$ cat src/rtl/uart_rx_duty_pkg.sv
// Shared definitions for the duty-word UART receiver: FSM encodings, frame width
// and the bit-timing derivation used by the receiver and its testbench.
package uart_rx_duty_pkg;

  localparam int UART_DATA_BITS = 8;

  typedef enum logic [2:0] {
    ST_IDLE  = 3'd0,
    ST_START = 3'd1,
    ST_DATA  = 3'd2,
    ST_STOP  = 3'd3,
    ST_BREAK = 3'd4
  } rx_state_e;

  function automatic int clks_per_bit(input int clk_freq, input int baud);
    return clk_freq / baud;
  endfunction

  function automatic int half_bit(input int clk_freq, input int baud);
    return clks_per_bit(clk_freq, baud) / 2;
  endfunction

endpackage

$ cat src/rtl/uart_rx_duty_sync_2ff.sv
// Two-flop synchroniser for a single asynchronous input; reset level is a parameter
// so idle-high lines (UART) come out of reset without a false edge.
module sync_2ff #(
  parameter logic RST_VAL = 1'b1
) (
  input  logic clk,
  input  logic rst_n,
  input  logic d,
  output logic q
);

  logic meta_q, meta_d;
  logic sync_q, sync_d;

  always_comb begin
    meta_d = d;
    sync_d = meta_q;
  end

  always_ff @(posedge clk or negedge rst_n) begin
    if (!rst_n) begin
      meta_q <= RST_VAL;
      sync_q <= RST_VAL;
    end else begin
      meta_q <= meta_d;
      sync_q <= sync_d;
    end
  end

  assign q = sync_q;

endmodule

$ cat src/rtl/uart_rx_duty.sv
// 8N1 UART receiver holding the last good byte as the PWM duty word, with
// one-cycle valid / framing-error pulses and a busy flag.
module uart_rx_duty
  import uart_rx_duty_pkg::*;
#(
  parameter int         CLK_FREQ   = 50_000_000,
  parameter int         BAUD       = 115_200,
  parameter logic [7:0] RESET_DUTY = 8'h00
) (
  input  logic       CLK,
  input  logic       RST_N,
  input  logic       RX,
  output logic [7:0] PORT_RX,
  output logic       DATA_VALID,
  output logic       FRAME_ERR,
  output logic       BUSY
);

  localparam int CPB   = clks_per_bit(CLK_FREQ, BAUD);
  localparam int HALF  = half_bit(CLK_FREQ, BAUD);
  localparam int CNT_W = $clog2(CPB);
  localparam int IDX_W = $clog2(UART_DATA_BITS);

  localparam logic [CNT_W-1:0] CNT_LAST = CNT_W'(CPB - 1);
  localparam logic [CNT_W-1:0] CNT_HALF = CNT_W'(HALF - 1);
  localparam logic [IDX_W-1:0] IDX_LAST = IDX_W'(UART_DATA_BITS - 1);

  logic rx_s;

  sync_2ff #(.RST_VAL(1'b1)) u_sync (
    .clk   (CLK),
    .rst_n (RST_N),
    .d     (RX),
    .q     (rx_s)
  );

  rx_state_e                 state_q, state_d;
  logic [CNT_W-1:0]          cnt_q, cnt_d;
  logic [IDX_W-1:0]          idx_q, idx_d;
  logic [UART_DATA_BITS-1:0] shift_q, shift_d;
  logic [7:0]                port_q, port_d;
  logic                      dv_q, dv_d;
  logic                      fe_q, fe_d;
  logic                      busy_q, busy_d;

  always_comb begin
    state_d = state_q;
    cnt_d   = cnt_q;
    idx_d   = idx_q;
    shift_d = shift_q;
    port_d  = port_q;
    dv_d    = 1'b0;
    fe_d    = 1'b0;
    case (state_q)
      ST_IDLE: begin
        if (!rx_s) begin
          state_d = ST_START;
          cnt_d   = '0;
        end
      end
      // Re-check the line at mid start bit; a high here was a glitch.
      ST_START: begin
        if (cnt_q == CNT_HALF) begin
          cnt_d   = '0;
          idx_d   = '0;
          state_d = rx_s ? ST_IDLE : ST_DATA;
        end else begin
          cnt_d = cnt_q + CNT_W'(1);
        end
      end
      ST_DATA: begin
        if (cnt_q == CNT_LAST) begin
          cnt_d   = '0;
          shift_d = {rx_s, shift_q[UART_DATA_BITS-1:1]};
          idx_d   = idx_q + IDX_W'(1);
          if (idx_q == IDX_LAST) state_d = ST_STOP;
        end else begin
          cnt_d = cnt_q + CNT_W'(1);
        end
      end
      ST_STOP: begin
        if (cnt_q == CNT_LAST) begin
          cnt_d = '0;
          if (rx_s) begin
            port_d  = shift_q;
            dv_d    = 1'b1;
            state_d = ST_IDLE;
          end else begin
            fe_d    = 1'b1;
            state_d = ST_BREAK;
          end
        end else begin
          cnt_d = cnt_q + CNT_W'(1);
        end
      end
      // Hold here through a break so it reports a single framing error.
      ST_BREAK: begin
        if (rx_s) state_d = ST_IDLE;
      end
      default: state_d = ST_IDLE;
    endcase
    busy_d = (state_d != ST_IDLE);
  end

  always_ff @(posedge CLK or negedge RST_N) begin
    if (!RST_N) begin
      state_q <= ST_IDLE;
      cnt_q   <= '0;
      idx_q   <= '0;
      shift_q <= '0;
      port_q  <= RESET_DUTY;
      dv_q    <= 1'b0;
      fe_q    <= 1'b0;
      busy_q  <= 1'b0;
    end else begin
      state_q <= state_d;
      cnt_q   <= cnt_d;
      idx_q   <= idx_d;
      shift_q <= shift_d;
      port_q  <= port_d;
      dv_q    <= dv_d;
      fe_q    <= fe_d;
      busy_q  <= busy_d;
    end
  end

  assign PORT_RX    = port_q;
  assign DATA_VALID = dv_q;
  assign FRAME_ERR  = fe_q;
  assign BUSY       = busy_q;

endmodule

$ cat config.mk
export PLATFORM = sky130hd
export DESIGN_NAME = uart_rx_duty
export DESIGN_NICKNAME = d
export VERILOG_FILES = /design/src/rtl/uart_rx_duty_pkg.sv /design/src/rtl/uart_rx_duty_sync_2ff.sv /design/src/rtl/uart_rx_duty.sv
export SDC_FILE = /design/constraint.sdc
export NUM_CORES = 1
export LEC_CHECK = 0
export CAP_MARGIN = 20
export CORE_MARGIN = 8
export CORE_UTILIZATION = 40
export CTS_CLUSTER_DIAMETER = 200
export DETAILED_ROUTE_END_ITERATION = 8
export PLACE_DENSITY = 0.55
export SYNTH_ARGS = -nofsm -noshare
export SYNTH_HDL_FRONTEND = slang
export SYNTH_SLANG_ARGS = --single-unit
$ cat constraint.sdc
create_clock -name CLK -period 2.4 [get_ports CLK]
set_clock_uncertainty 0.1 [all_clocks]
set_input_delay 0.48 -clock CLK [delete_from_list [all_inputs] [get_ports CLK]]
set_output_delay 0.48 -clock CLK [all_outputs]
set_load 0.005 [all_outputs]
==> reports/results.ini <==
[grt]
grt_pass1_wl_um = 6000
grt_pass1_vias = 1255
grt_overflow = 0
antenna_found_initial = 0
grt_max_degree = 37
grt_util_all_layers_pct = 11.4

[cts]
h-tree-depth = 2
hold_buffers = 0
cts_made_buffers = 5
clk_latency_ns = 0.29
cts.clk_slew.worst_paths_ns = 0.07
post-cts-setup-buffer-count = 0
cts_buffer_depth = 2
cts_resized = 0
cts_tree = done
clkSinkCount = 36
cts-root-buf = clkbuf_8

[floorplanning]
start_util_pct = 41.1
core_um2 = 4320
fp.dieH_um = 82.6
std_cell_rows = 24
die_w_um = 82.6
io_pins = 14
die_area_um2 = 6830

[worst_setup_path]
cp.arrival_ns = 2.17
reg2reg_slack_ns = 0.30
crit_chain = inv_1 -> ha_1 -> and4bb_1 -> and2_1 -> nand4_4 -> mux2_1
cp_max_fo = 9
cpPeakStageDelay_ns = 0.41
rr_startpoint = cnt_q[1]$_DFFE_PN0P_
reg2regPathDepth = 6
cpLargestDelayFamily = simple AND/OR/NAND/NOR gates
crit_slowest_cell = dfrtp_1
worstPathRequired_ns = 2.47
r2r_end = PORT_RX[1]$_DFFE_PN0P_
start_kind = register
crit_path_end_kind = register
path_buf_inv = 1
path_class = reg -> reg

[synth]
synth-async-reset-ratio_pct = 100
syn_inst = 155
yosysMostFrequentCell = dfrtp_1
synth_common_cells = dfrtp_1, nand2_1, mux2_2
netlist_top_cells_area = dfrtp_1, mux2_2, mux2_1
ys.flop_type = dfrtp_1
netlist.area_leader.share_pct = 47.9
yosysWarnings = 0
syn_avg_cell_area_um2 = 11.5
ys_seq_area_share_pct = 50.8
synth_area_leader_cell = dfrtp_1
syn_nets = 163
synth-seq-cells = 36
synth_area_um2 = 1780
synth_edf_count = 0
ys_types = 48

[sta]
fmax_mhz = 476
hold_slack_ns = 0.259
final-hold-violation-count = 0
setup_viol_count_final = 0
relSlewSlack_pct = 67.7
post-route-period-util_pct = 87.5
rsz0062_at_grt = no
period_minus_slack_ns = 2.10
worstMarginPinSlew_ns = 0.484
finalMaxSlewViolations = 0
final.setup.tns_ns = 0

[route]
first_pass_iters = 4
drt_iter0_markers = 34
dr_total_vias = 1255
drc_errors = 0
routed_wl_um = 3360
viasPerCell = 5.63
postRouteAntennaNets = 0
wire_per_inst_um = 15.1

[place]
io_buffers = 13
gp_congestion = 0.825
place_hpwl_um = 2420

[layout]
drive_above_1_share_pct = 15.8
area_growth_pct = 14.5
num_antenna_cells = 0
postLayoutCoreUtil_pct = 47.0
nNetsFinal = 178

[power_and_ir_drop]
finalPower_mw = 1.07
ir_drop_uv = 285
leakage_nw = 0.941
power.density_nw_per_um2 = 528

[min_path]
hp-class = reg -> reg
hold_path_end = u_sync.q$_DFF_PN1_
whs_path_depth = 0
min_from = u_sync.meta_q$_DFF_PN1_

[run]
maxCapViolations = 0

[status]
outcome = complete, no violations

-- sequential cells by signal (all words and copies together) (netlist names) --
name           flops
cnt_q              9
shift_q            8
idx_q              3
state_q            3
u_sync.q           1
DATA_VALID         1
FRAME_ERR          1
u_sync.meta_q      1
BUSY               1
PORT_RX            8
-- metal layers --
metal / vias up / share of wire [%] / routed length [um] / GRT usage [%]
li1: 599 / - / - / -
met1: 635 / 46 / 1550 / 13.6
met2: 15 / 47 / 1590 / 17.9
met3: 6 / 4.8 / 162 / 4.00
met4: 0 / 1.8 / 60 / 5.34
met5: - / 0 / 0 / 0
-- cell families (layout without fill, tap and decap cells) --
family                   Yosys count  count (layout)  share of synthesized area, %
buffers and inverters             13              29                          3.87
XOR/XNOR                           1               1                         0.493
multiplexers                      18              18                          11.3
AO/OA/AOI/OAI                     33              33                          13.0
adder cells (fa/ha/maj)            5               5                          3.52
flip-flops                        36              36                          50.8
AND/OR/NAND/NOR                   49              49                          17.0
-- area by class of cell --
| type | count | area [um^2] |
|---|---|---|
| clock buffer | 7 | 86.3 |
| clock inverter | 1 | 7.51 |
| fill | 416 | 2290 |
| inverter | 6 | 22.5 |
| multi-input combinational | 106 | 805 |
| sequential | 36 | 903 |
| tap | 52 | 65.1 |
| timing repair buffer | 15 | 145 |
-- report_power, final --
| part | total [mW] | leakage (nW) | internal, mW | switching, mW |
|---|---|---|---|---|
| Sequential | 0.612 | 0.476 | 0.610 | 0.00259 |
| Combinational | 0.0170 | 0.420 | 0.00500 | 0.0120 |
| Clock | 0.445 | 0.0445 | 0.233 | 0.212 |
-- worst max-delay path by stage --
stage | startpoint | to | slack [ns] | depth (start not counted)
after CTS | cnt_q[1]$_DFFE_PN0P_ | PORT_RX[1]$_DFFE_PN0P_ | 0.30 | 6
after floorplan | cnt_q[1]$_DFFE_PN0P_ | PORT_RX[0]$_DFFE_PN0P_ | 0.53 | 7
after detailed placement | cnt_q[1]$_DFFE_PN0P_ | PORT_RX[1]$_DFFE_PN0P_ | 0.31 | 6
after global routing | cnt_q[1]$_DFFE_PN0P_ | PORT_RX[1]$_DFFE_PN0P_ | 0.15 | 6
final | cnt_q[1]$_DFFE_PN0P_ | PORT_RX[1]$_DFFE_PN0P_ | 0.30 | 6
after global placement | cnt_q[1]$_DFFE_PN0P_ | PORT_RX[5]$_DFFE_PN0P_ | 0.39 | 6
-- metrics by stage --
stage / worst slack, ns / instance area [um^2] / instances
floorplan: 0.526 / 1780 / 155
global placement: 0.387 / 1940 / 215
detailed placement: 0.314 / 1940 / 215
CTS: 0.305 / 2030 / 223
global route: 0.149 / 2030 / 223
finish: 0.301 / 2030 / 223
-- cells in the final DEF, fill, tap and decap left out, types with 3 or more instances in the layout --
cell type         n
o221ai_1          3
nand3_1           5
nor4_1            3
clkbuf_8          6
a21oi_1           6
o211ai_1          3
nor2_1            8
mux2_1            8
dfrtp_1          34
nand2_1          15
clkdlybuf4s50_1  13
inv_1             6
o21ai_0           4
mux2_2            9
ha_1              5
Power figures use the tool's default switching activity.
